## src/rtl/button_encoder.sv

```systemverilog
// Debounced 8-button colour encoder: press FSM plus an output code buffer.
// Define BUTTON_ENCODER_FIFO_EN for a 4-entry FIFO; otherwise a single holding register.
module button_encoder #(
  parameter int DEBOUNCE_CYCLES = 16
) (
  input  logic       clk,
  input  logic       rst_n,
  input  logic       clr,
  input  logic [7:0] btn,
  input  logic       code_ready,
  output logic       code_valid,
  output logic [2:0] code,
  output logic       multi_press,
  output logic       overflow
);

  typedef enum logic {IDLE = 1'b0, HELD = 1'b1} state_e;

  localparam logic [7:0] CNT_LAST = 8'(DEBOUNCE_CYCLES - 1);

  logic [7:0]      sync1_q, sync2_q, deb_q, deb_d, deb_prev_q;
  logic [7:0][7:0] cnt_q, cnt_d;
  state_e          state_q, state_d;
  logic            press_s, push_s, pop_s, ovf_push_s;
  logic            multi_d, multi_q, ovf_d, ovf_q;
  logic [2:0]      idx_s;

  // Synchronizers, debounce counters and the previous debounced vector; clr does not touch these
  always_ff @(posedge clk or negedge rst_n) begin
    if (!rst_n) begin
      sync1_q    <= 8'h00;
      sync2_q    <= 8'h00;
      deb_q      <= 8'h00;
      deb_prev_q <= 8'h00;
      cnt_q      <= '0;
    end else begin
      sync1_q    <= btn;
      sync2_q    <= sync1_q;
      deb_q      <= deb_d;
      deb_prev_q <= deb_q;
      cnt_q      <= cnt_d;
    end
  end

  // Per-bit debounce: flip only after DEBOUNCE_CYCLES consecutive disagreeing cycles
  always_comb begin
    deb_d = deb_q;
    cnt_d = cnt_q;
    for (int i = 0; i < 8; i++) begin
      if (sync2_q[i] == deb_q[i]) begin
        cnt_d[i] = 8'h00;
      end else if (cnt_q[i] == CNT_LAST) begin
        cnt_d[i] = 8'h00;
        deb_d[i] = ~deb_q[i];
      end else begin
        cnt_d[i] = cnt_q[i] + 8'h01;
      end
    end
  end

  // Encoder is only consumed when deb_q is one-hot, so an OR-reduction per index bit suffices
  assign idx_s[0] = |(deb_q & 8'hAA);
  assign idx_s[1] = |(deb_q & 8'hCC);
  assign idx_s[2] = |(deb_q & 8'hF0);
  assign press_s  = |(deb_q & ~deb_prev_q);

  // Press FSM state and registered status outputs
  always_ff @(posedge clk or negedge rst_n) begin
    if (!rst_n) begin
      state_q <= IDLE;
      multi_q <= 1'b0;
      ovf_q   <= 1'b0;
    end else begin
      state_q <= state_d;
      multi_q <= multi_d;
      ovf_q   <= ovf_d;
    end
  end

  // Accept a lone press from IDLE, reject anything else; clr parks the FSM in HELD
  always_comb begin
    state_d = state_q;
    push_s  = 1'b0;
    multi_d = 1'b0;
    case (state_q)
      IDLE: begin
        if (press_s) begin
          state_d = HELD;
          if ($onehot(deb_q)) begin
            push_s = 1'b1;
          end else begin
            multi_d = 1'b1;
          end
        end else begin
          state_d = IDLE;
        end
      end
      HELD: begin
        if (press_s) begin
          multi_d = 1'b1;
        end else if (deb_q == 8'h00) begin
          state_d = IDLE;
        end else begin
          state_d = HELD;
        end
      end
      default: begin
        state_d = HELD;
      end
    endcase
    if (clr) begin
      state_d = HELD;
      push_s  = 1'b0;
      multi_d = 1'b0;
    end else begin
      state_d = state_d;
    end
  end

  // Sticky overflow, cleared only by clr or reset
  always_comb begin
    if (clr) begin
      ovf_d = 1'b0;
    end else begin
      ovf_d = ovf_q | ovf_push_s;
    end
  end

`ifdef BUTTON_ENCODER_FIFO_EN
  logic [3:0][2:0] mem_q;
  logic [1:0]      wr_q, rd_q;
  logic [2:0]      fcnt_q;
  logic            full_s, wr_s;

  assign full_s     = (fcnt_q == 3'd4);
  assign pop_s      = (fcnt_q != 3'd0) & code_ready;
  assign wr_s       = push_s & (~full_s | pop_s);
  assign ovf_push_s = push_s & full_s & ~pop_s;

  // 4-entry FIFO storage and pointers
  always_ff @(posedge clk or negedge rst_n) begin
    if (!rst_n) begin
      mem_q  <= '0;
      wr_q   <= 2'd0;
      rd_q   <= 2'd0;
      fcnt_q <= 3'd0;
    end else if (clr) begin
      wr_q   <= 2'd0;
      rd_q   <= 2'd0;
      fcnt_q <= 3'd0;
    end else begin
      if (wr_s) begin
        mem_q[wr_q] <= idx_s;
        wr_q        <= wr_q + 2'd1;
      end
      if (pop_s) begin
        rd_q <= rd_q + 2'd1;
      end
      fcnt_q <= fcnt_q + {2'b00, wr_s} - {2'b00, pop_s};
    end
  end

  // Head of FIFO, forced to zero when empty
  always_comb begin
    code_valid = (fcnt_q != 3'd0);
    if (code_valid) begin
      code = mem_q[rd_q];
    end else begin
      code = 3'd0;
    end
  end
`else
  logic [2:0] hold_q;
  logic       full_q;

  assign pop_s      = full_q & code_ready;
  assign ovf_push_s = push_s & full_q & ~pop_s;

  // Single holding register; a simultaneous pop frees the slot for the new code
  always_ff @(posedge clk or negedge rst_n) begin
    if (!rst_n) begin
      hold_q <= 3'd0;
      full_q <= 1'b0;
    end else if (clr) begin
      full_q <= 1'b0;
    end else if (push_s && (!full_q || pop_s)) begin
      hold_q <= idx_s;
      full_q <= 1'b1;
    end else if (pop_s) begin
      full_q <= 1'b0;
    end
  end

  // Holding register output, forced to zero when empty
  always_comb begin
    code_valid = full_q;
    if (full_q) begin
      code = hold_q;
    end else begin
      code = 3'd0;
    end
  end
`endif

  assign multi_press = multi_q;
  assign overflow    = ovf_q;

endmodule

```

## config.mk

```make
export PLATFORM = sky130hd
export DESIGN_NAME = button_encoder
export DESIGN_NICKNAME = d
export VERILOG_FILES = /design/src/rtl/button_encoder.sv
export SDC_FILE = /design/constraint.sdc
export NUM_CORES = 1
export LEC_CHECK = 0
export ABC_AREA = 1
export CAP_MARGIN = 20
export CORE_MARGIN = 10
export CORE_UTILIZATION = 45
export DETAILED_ROUTE_END_ITERATION = 8
export PLACE_DENSITY = 0.69
export SLEW_MARGIN = 30
export SYNTH_ARGS = -nofsm -noshare
export SYNTH_HDL_FRONTEND = slang
export SYNTH_SLANG_ARGS = --single-unit
```

## constraint.sdc

```tcl
create_clock -name clk -period 4.85 [get_ports clk]
set_clock_uncertainty 0.2 [all_clocks]
set_input_delay 0.485 -clock clk [delete_from_list [all_inputs] [get_ports clk]]
set_output_delay 0.485 -clock clk [all_outputs]
set_load 0.1 [all_outputs]
```

==> results of run 1 <==
routing by layer:
layer,part of all wire [%],up-vias,global-route usage [%]
met3,2.5,12,3.02
li1,-,1492,-
met2,49,22,18.3
met1,47,1393,13.9
met4,1.5,0,3.92
met5,0,-,0
sequential cells by signal, summed over array words and instances (netlist names):
| name | count |
|---|---|
| deb_q | 8 |
| code_valid | 1 |
| deb_prev_q | 8 |
| multi_press | 1 |
| overflow | 1 |
| sync2_q | 8 |
| sync1_q | 8 |
| hold_q | 3 |
| cnt_q | 64 |
| state_q | 1 |
worst reg2reg max path, stage by stage (launching register included):
cell,delay (ns)
dfrtp_1,0.41
inv_1,0.12
fa_1,0.56
fa_1,0.43
fa_1,0.44
inv_1,0.08
ha_1,0.17
inv_1,0.06
fa_1,0.47
nand2_1,0.05
nor2_1,0.08
nand2_1,0.05
nor2_1,0.17
nand4_1,0.19
nand2_1,0.11
nand2_1,0.05
placed cells by master (no fill, tap or decap), drive strengths merged, types with 8 or more instances in the layout:
cell	n
nor2	89
nor3	10
nand2	62
dfrtp	103
ha	12
nand3	26
xor2	18
clkdlybuf4s50	16
xnor2	15
o21ai	10
or2	9
inv	48
clkbuf	11
nor3b	20
nand4	14
a21oi	8
through the flow:
| stage | instance area, µm² | hold WS (ns) | setup slack [ns] | utilization (%) | power (µW) |
|---|---|---|---|---|---|
| detailed placement | 4900 | 0.137 | 1.12 | 49.9 | 986 |
| CTS | 5100 | 0.158 | 1.10 | 51.9 | 1510 |
| finish | 5100 | 0.157 | 1.11 | 51.9 | 1490 |
| floorplan | 4560 | -0.0106 | 1.34 | - | 947 |
| global route | 5100 | 0.174 | 0.866 | 51.9 | 1560 |
| global placement | 4900 | 0.133 | 1.23 | 49.9 | 982 |
power by group through the flow:
stage                     Clock [µW]  Sequential, µW  Combinational, µW
after floorplan                    0             910               37.7
final                            521             896               70.4
after detailed placement           0             913               72.4
after global routing             580             900               82.9
after CTS                        544             897               73.2
after global placement             0             912               69.8
worst min-delay path by stage:
stage	endpoint	slack, ns	from
after floorplan	cnt_q[0]	-0.01	rst_n
after global placement	sync2_q[5]	0.13	sync1_q[5]
after detailed placement	sync2_q[5]	0.14	sync1_q[5]
after CTS	sync2_q[5]	0.16	sync1_q[5]
after global routing	sync2_q[3]	0.17	sync1_q[3]
final	sync2_q[5]	0.16	sync1_q[5]
kinds of logic after synthesis:
kind of cell,count (synthesis),synth area share (%)
compound gates,19,2.11
xor+xnor,33,6.50
fa+ha+maj,16,5.05
buf+inv,47,3.87
flops,103,56.5
simple gates,231,25.9
final cells by class:
type	instances	area [µm²]
fillers	935	4720
clock inverters	5	57.6
well taps	133	166
repair buffers	19	185
multi-input cells	299	1810
inverters	47	176
clock buffers	11	131
flip-flops and latches	103	2580
==> results.py, run 1 <==
metrics = {
    "synthesis": {
        "syn_avg_cell_area_um2": 10.2,
        "synth-edff-count": 0,
        "ys_ff_latch": 103,
        "yosysMostFrequentCell": "dfrtp_1",
        "syn_inst": 449,
        "syn-num-nets": 477,
        "synthTopCellsByCount": "dfrtp_1, nor2_1, nand2_1, inv_1, nand3_1",
        "synthArstFlopShare_pct": 100,
        "ys_top_cells_by_area": "dfrtp_1, nor2_1, nand2_1, inv_1, xor2_1",
        "yosys.cell_types.count": 23,
        "yosysTopAreaCell": "dfrtp_1",
        "ys_warn_count": 0,
        "syn_area_um2": 4560,
        "synth_ff_type": "dfrtp_1",
        "synth-seq-area-share_pct": 56.5,
        "synth.top_cell.area_share_pct": 56.5,
    },
    "worst_setup_path": {
        "critPathLaunchType": "flip-flop",
        "reg2reg_slack_ns": 1.11,
        "cp.depth": 15,
        "cpMaxStageDelayCell": "fa_1",
        "crit_chain": "inv_1 > fa_1 > fa_1 > fa_1 > inv_1 > ha_1 > inv_1 > fa_1 > nand2_1 > nor2_1 > nand2_1 > nor2_1 > nand4_1 > nand2_1 > nand2_1",
        "r2r-end": "hold_q[2]",
        "slowest_delay_ns": 0.56,
        "r2r-start": "deb_q[0]",
        "end_kind": "flip-flop",
        "crit_buf_inv": 3,
        "worstPathMaxFanout": 4,
        "cp-endpoint": "hold_q[2]",
        "arrival_ns": 3.79,
        "cp.required_ns": 4.90,
        "worstSetupPathType": "flip-flop to flip-flop",
        "rr_worst_depth": 15,
        "critPathTopFamily": "adder cells",
        "critical_path.startpoint": "deb_q[0]",
    },
    "placement": {
        "gp_congestion": 0.859,
        "post-dp-hpwl_um": 5460,
        "io_buffers": 17,
        "dp.cells": 600,
    },
    "hold_path": {
        "hold-path-cell-count": 0,
        "hold_path.class": "flip-flop to flip-flop",
    },
    "power_and_ir_drop": {
        "swShare_pct": 22.7,
        "power_leakage_uw": 0.00236,
        "power_density_nw_per_um2": 292,
        "p_clk_share_pct": 35.0,
        "net-switching-power_uw": 338,
        "combPwrFrac_pct": 4.7,
        "p_seq_share_pct": 60.2,
        "vdd_drop_max_mv": 0.137,
        "internal_power_uw": 1150,
    },
    "timing": {
        "setup_tns_ns": 0,
        "worst_slew_pin_slew_ns": 1.00,
        "setup_viol": 0,
        "fin_crit_sh_pct": 77.1,
        "hold_viol_final": 0,
        "fmax_ghz": 0.267,
        "final_max_slew_viol_count": 0,
        "period_needed_ns": 3.74,
        "rsz0062_at_grt": "false",
        "maxSlewHeadroom_pct": 33.1,
    },
    "cells_and_area": {
        "area_growth_pct": 11.9,
        "final_nets": 507,
        "n_antenna_cell": 0,
        "final_cells": 617,
        "drive_gt1_share_pct": 10.5,
    },
    "run_status": {
        "outcome": "completed",
    },
    "die": {
        "fp.dieW_um": 121,
        "num_io_pins": 18,
        "rows": 36,
        "die_h_um": 121,
        "die_area_um2": 14600,
        "coreArea_um2": 9820,
        "start_util_pct": 46.4,
    },
    "clocking": {
        "cts.clk_slew.worst_paths_ns": 0.10,
        "clockBufferDepth": 2,
        "cts_max_level": 3,
        "cts_made_buffers": 9,
        "clk_latency_ns": 0.36,
        "post_cts_buffers": 0,
        "hold_buffers": 1,
        "root_buffer": "clkbuf_8",
        "cts.sinks": 103,
        "cts_tree": "yes",
        "post_cts_resize_count": 0,
    },
    "global_routing": {
        "grt_max_degree": 59,
        "first_global_vias": 2996,
        "grt_overflow": 0,
        "grt_pass1_wl_um": 13500,
        "grt_antenna_before_repair": 0,
        "grt_use_total_pct": 11.2,
    },
    "drt": {
        "drt_iter0_markers": 86,
        "vias": 2919,
        "ant_nets": 0,
        "dr.pass1.iters": 4,
        "wl_per_cell_um": 11.9,
        "routed_wl_um": 7350,
        "viasPerCell": 4.73,
        "post-route-drc-count": 0,
    },
    "flow_run": {
        "cap_violations": 0,
    },
}
Power figures use the tool's default switching activity.
==> run 2, diff against run 1 <==
--- a/config.mk
+++ b/config.mk
@@ -10,7 +10,7 @@
 export CORE_MARGIN = 10
 export CORE_UTILIZATION = 45
 export DETAILED_ROUTE_END_ITERATION = 8
-export PLACE_DENSITY = 0.69
+export PLACE_DENSITY = 0.71
 export SLEW_MARGIN = 30
 export SYNTH_ARGS = -nofsm -noshare
 export SYNTH_HDL_FRONTEND = slang
==> constraint.sdc (replaced) <==
create_clock -name clk -period 3.05 [get_ports clk]
set_clock_uncertainty 0.2 [all_clocks]
set_input_delay 0.305 -clock clk [delete_from_list [all_inputs] [get_ports clk]]
set_output_delay 0.305 -clock clk [all_outputs]
set_load 0.1 [all_outputs]
==> run 2 against run 1 <==
Effect of this change:
- the flow now finishes with violations (negative setup slack)
- die area did not move
- register-to-register slack worse by 1.6 ns
- flip-flop and latch count is the same
- critical path type unchanged
- largest cell class unchanged
==> results.py, run 2 (synthesis gave the netlist of run 1 again) <==
metrics = {
    "run_status": {
        "outcome": "finished, violations left",
        "violations": "negative setup slack",
    },
    "drt": {
        "ant_nets": 0,
        "wl_per_cell_um": 11.8,
        "viasPerCell": 4.80,
        "routed_wl_um": 7440,
        "dr.pass1.iters": 4,
        "post-route-drc-count": 0,
        "vias": 3037,
        "drt_iter0_markers": 95,
    },
    "global_routing": {
        "use_met1_pct": 12.5,
        "use_met3_pct": 3.54,
        "grt_pass1_wl_um": 13100,
        "grt_max_degree": 55,
        "grt_antenna_before_repair": 0,
        "grt_use_total_pct": 10.9,
        "first_global_vias": 3047,
        "use_met2_pct": 18.4,
        "grt_overflow": 0,
        "grt.busiest_layer": "met2",
    },
    "clocking": {
        "root_buffer": "clkbuf_8",
        "cts_made_buffers": 9,
        "clk_latency_ns": 0.36,
        "cts.sinks": 103,
        "clockBufferDepth": 2,
        "cts_tree": "yes",
        "cts.clk_slew.worst_paths_ns": 0.09,
        "cts_max_level": 3,
    },
    "power_and_ir_drop": {
        "p_clk_share_pct": 34.5,
        "p_seq_share_pct": 60.7,
        "swShare_pct": 22.0,
        "net-switching-power_uw": 517,
        "vdd_drop_max_mv": 0.325,
        "internal_power_uw": 1830,
        "combPwrFrac_pct": 4.8,
        "finalPower_uw": 2350,
        "power_density_nw_per_um2": 449,
        "power_leakage_uw": 0.00246,
    },
    "die": {
        "rows": 36,
        "fp.dieW_um": 121,
        "coreArea_um2": 9820,
        "start_util_pct": 46.4,
        "die_area_um2": 14600,
        "die_h_um": 121,
        "num_io_pins": 18,
    },
    "timing": {
        "setup_tns_ns": -2.91,
        "period_needed_ns": 3.57,
        "final_max_slew_viol_count": 0,
        "rsz0062_at_grt": "true",
        "setup_viol": 6,
        "fmax_ghz": 0.280,
        "hold_viol_final": 0,
        "fin_crit_sh_pct": 117,
        "setup_ws_ns": -0.522,
        "maxSlewHeadroom_pct": 55.0,
        "whs_ns": 0.153,
        "worst_slew_pin_slew_ns": 0.675,
    },
    "placement": {
        "gp_congestion": 0.838,
        "io_buffers": 17,
        "dp.cells": 612,
        "post-dp-hpwl_um": 5480,
    },
    "worst_setup_path": {
        "cp.required_ns": 3.10,
        "worstPathMaxFanout": 4,
        "end_kind": "flip-flop",
        "crit_chain": "inv_2 > fa_1 > fa_1 > fa_1 > inv_1 > ha_2 > inv_2 > fa_1 > nand2_1 > nor2_1 > nand2_1 > nor2_4 > nand4_1 > nand2_1 > nand2_1",
        "crit_buf_inv": 3,
        "slowest_delay_ns": 0.55,
        "cpMaxStageDelayCell": "fa_1",
        "r2r-start": "deb_q[0]",
        "worstSetupPathType": "flip-flop to flip-flop",
        "critPathLaunchType": "flip-flop",
        "critical_path.startpoint": "deb_q[0]",
        "critPathTopFamily": "adder cells",
        "arrival_ns": 3.63,
    },
    "hold_path": {
        "hold_start": "sync1_q[1]",
        "hold_path.class": "flip-flop to flip-flop",
    },
    "cells_and_area": {
        "area_growth_pct": 14.7,
        "fill_cells": 892,
        "top_register": "cnt_q",
        "fin_util_pct": 53.2,
        "final_cells": 633,
        "final_nets": 523,
        "final_common_cell": "dfrtp_1",
        "n_antenna_cell": 0,
        "largest_reg_flops": 64,
        "drive_gt1_share_pct": 16.2,
        "final_cell_mix": "dfrtp_1, nor2_1, nand2_1",
    },
    "flow_run": {
        "cap_violations": 0,
    },
}
## run 2: changes by cell type in the layout (fill, tap and decap cells not counted), moves of 2 or more
cell,delta
inv_2,+4
buf_4,+21
clkdlybuf4s50_1,-6
clkbuf_1,-2
inv_1,-4
clkbuf_8,+4
nor2_4,+2
## run 2: per-stage QoR
step | setup slack [ns] | cell area, µm²
2_1_floorplan | -0.371 | 4560
3_3_place_gp | -0.403 | 4980
3_5_place_dp | -0.472 | 4980
4_1_cts | -0.475 | 5190
5_1_grt | -0.702 | 5230
6_report | -0.522 | 5230
## run 2: path summary, 6_finish.rpt
| path | to | slack [ns] | cells past startpoint |
|---|---|---|---|
| max | hold_q[2] | -0.52 | 15 |
| max reg2reg | hold_q[2] | -0.52 | 15 |
| min | sync2_q[1] | 0.15 | 0 |
| min reg2reg | sync2_q[1] | 0.15 | 0 |
| max in group asynchronous | deb_q[3] | 1.53 | 3 |
| min in group asynchronous | cnt_q[29] | 0.32 | 2 |
## run 2: area by class of cell
type                            instances  area, µm²  share of cell area, %
Tap cell                              133        166                   3.18
Multi-Input combinational cell        299       1820                   34.8
Timing Repair Buffer                   35        294                   5.62
Clock inverter                          3       15.0                  0.287
Inverter                               47        176                   3.37
Clock buffer                           13        179                   3.42
Sequential cell                       103       2580                   49.3
## run 2: repair_timing
| action | in CTS | in global routing |
|---|---|---|
| endpoints found under the hold margin | 52 | 0 |
| setup buffers | 1 | 3 |
| hold buffers | 1 | 0 |
| pin swaps | 0 | 5 |
| setup endpoints to repair | 6 | 6 |
| resized for setup | 0 | 5 |
## run 2: routing by layer
layer,share of wire [%],up-vias
li1,-,1523
met1,44,1459
met2,50,45
met3,3.8,10
met4,1.5,0
met5,0,-
## run 2: power groups by stage
stage	Combinational (µW)	Clock, µW	Sequential (µW)
after floorplan	60.0	0	1450
after global placement	113	0	1450
after global routing	133	901	1430
after detailed placement	117	0	1450
after CTS	118	845	1420
final	114	809	1420
==> run 3, diff against run 2 <==
--- a/config.mk
+++ b/config.mk
@@ -8,9 +8,9 @@
 export ABC_AREA = 1
 export CAP_MARGIN = 20
 export CORE_MARGIN = 10
-export CORE_UTILIZATION = 45
+export CORE_UTILIZATION = 50
 export DETAILED_ROUTE_END_ITERATION = 8
-export PLACE_DENSITY = 0.71
+export PLACE_DENSITY = 0.77
 export SLEW_MARGIN = 30
 export SYNTH_ARGS = -nofsm -noshare
 export SYNTH_HDL_FRONTEND = slang
==> run 3 against run 2 <==
Effect of this change:
- maximum frequency is 1.1% higher
- power increased by 2.0%
- die area is 8.4% lower
- final cell count fell by 3.9%
- core utilization is 6.1 points higher
- via count fell by 0.63%
- sequential power is essentially flat
- largest cell class unchanged
- largest power group unchanged
- the flow still finishes with violations (negative setup slack)
- setup slack improved by 0.039 ns
- design area about the same
- critical path type unchanged
- wire length decreased by 2.6%
==> results.py, run 3 (synthesis gave the netlist of run 1 again) <==
metrics = {
    "run_status": {
        "outcome": "finished, violations left",
        "violations": "negative setup slack",
    },
    "cells_and_area": {
        "final_cell_mix": "dfrtp_1, nor2_1, nand2_1",
        "final_nets": 524,
        "top_register": "cnt_q",
        "drive_gt1_share_pct": 16.4,
        "largest_reg_flops": 64,
        "final_common_cell": "dfrtp_1",
        "area_growth_pct": 14.6,
        "n_antenna_cell": 0,
        "fin_util_pct": 59.3,
    },
    "die": {
        "die_area_um2": 13300,
        "die_h_um": 115,
        "rows": 34,
        "fp.dieW_um": 115,
        "start_util_pct": 51.8,
        "coreArea_um2": 8810,
        "num_io_pins": 18,
    },
    "worst_setup_path": {
        "reg2reg_slack_ns": -0.48,
        "critPathTopFamily": "adder cells",
        "worstPathMaxFanout": 4,
        "cp-endpoint": "hold_q[1]",
        "crit_top_cell": "fa_1",
        "critPathLaunchType": "flip-flop",
        "arrival_ns": 3.63,
        "cp.depth": 16,
        "end_kind": "flip-flop",
        "rr_worst_depth": 16,
        "r2r-start": "deb_q[0]",
        "crit_chain": "inv_2 > fa_1 > fa_1 > fa_1 > inv_1 > ha_2 > inv_2 > fa_1 > nand2_1 > nor2_1 > nand2_1 > nor2_2 > inv_1 > nor2_4 > nand3_1 > nand2_1",
        "critical_path.startpoint": "deb_q[0]",
        "cp.required_ns": 3.15,
        "crit_buf_inv": 4,
        "cpMaxStageDelayCell": "fa_1",
        "worstSetupPathType": "flip-flop to flip-flop",
        "slowest_delay_ns": 0.55,
        "r2r-end": "hold_q[1]",
    },
    "drt": {
        "ant_nets": 0,
        "dr.pass1.iters": 5,
        "wl_per_cell_um": 11.9,
        "routed_wl_um": 7240,
        "drt_iter0_markers": 121,
        "post-route-drc-count": 0,
        "vias": 3018,
        "viasPerCell": 4.96,
    },
    "global_routing": {
        "grt_use_total_pct": 12.2,
        "grt_antenna_before_repair": 0,
        "grt_overflow": 0,
        "first_global_vias": 3123,
        "grt_max_degree": 53,
        "grt_pass1_wl_um": 13300,
    },
    "power_and_ir_drop": {
        "finalPower_uw": 2390,
        "p_seq_share_pct": 59.5,
        "power_leakage_uw": 0.00246,
        "combPwrFrac_pct": 4.7,
        "net-switching-power_uw": 524,
        "vdd_drop_max_mv": 0.231,
        "power_density_nw_per_um2": 458,
        "p_clk_share_pct": 35.8,
        "swShare_pct": 21.9,
        "internal_power_uw": 1870,
    },
    "hold_path": {
        "hold_path.class": "flip-flop to flip-flop",
    },
    "timing": {
        "final_max_slew_viol_count": 0,
        "worst_slew_pin_slew_ns": 0.639,
        "period_needed_ns": 3.53,
        "setup_viol": 6,
        "setup_ws_ns": -0.484,
        "fmax_ghz": 0.283,
        "maxSlewHeadroom_pct": 57.4,
        "rsz0062_at_grt": "true",
        "hold_viol_final": 0,
        "fin_crit_sh_pct": 116,
    },
    "placement": {
        "post-dp-hpwl_um": 5260,
        "gp_congestion": 0.804,
        "io_buffers": 17,
    },
    "clocking": {
        "cts.clk_slew.worst_paths_ns": 0.09,
        "clk_latency_ns": 0.36,
        "cts.sinks": 103,
        "cts_made_buffers": 9,
        "clockBufferDepth": 2,
        "root_buffer": "clkbuf_8",
        "cts_max_level": 3,
        "cts_tree": "yes",
    },
    "flow_run": {
        "cap_violations": 0,
    },
}
==> run 3: layer usage <==
layer | routed length (µm) | up-vias | GRT usage [%]
li1 | - | 1522 | -
met1 | 3220 | 1436 | 14.3
met2 | 3630 | 54 | 20.4
met3 | 315 | 6 | 4.50
met4 | 77 | 0 | 4.05
met5 | 0 | - | 0
==> run 3: area by class of cell <==
cell class,count,area (µm²)
well taps,108,135
repair buffers,36,310
flip-flops and latches,103,2580
multi-input cells,299,1820
clock inverters,4,55.1
inverters,47,176
clock buffers,11,151
fillers,721,3580
==> run 3: stage by stage <==
| stage | hold WS, ns | setup WS [ns] | instance area [µm²] | cells | setup TNS (ns) |
|---|---|---|---|---|---|
| floorplan | -0.191 | -0.371 | 4560 | 449 | -1.83 |
| global placement | 0.133 | -0.377 | 4960 | 587 | -2.04 |
| detailed placement | 0.135 | -0.493 | 4960 | 587 | -2.67 |
| CTS | 0.152 | -0.486 | 5210 | 606 | -2.60 |
| global route | 0.141 | -0.680 | 5220 | 608 | -3.70 |
| finish | 0.154 | -0.484 | 5220 | 608 | -2.56 |
==> run 3: worst min path at each step <==
stage	start	to	slack (ns)	depth (start not counted)
CTS	btn[7]	sync1_q[7]	0.15	1
detailed placement	sync1_q[0]	sync2_q[0]	0.13	0
global route	btn[1]	sync1_q[1]	0.14	1
finish	sync1_q[0]	sync2_q[0]	0.15	0
floorplan	rst_n	cnt_q[0]	-0.19	0
global placement	sync1_q[0]	sync2_q[0]	0.13	0
==> run 3: what timing repair did <==
item | in CTS | in global routing
hold endpoints to repair | 51 | 0
gates cloned | 0 | 0
gates resized for setup | 4 | 0
endpoints found under the setup margin | 6 | 6
buffers inserted | 3 | 2
hold buffers | 1 | 0
pin swaps | 3 | 3
==> run 3: power groups by stage <==
stage,sequential [µW],clock (µW),combinational (µW)
floorplan,1450,0,60.0
global placement,1450,0,112
detailed placement,1450,0,115
CTS,1430,887,117
global route,1430,948,133
finish,1430,856,113
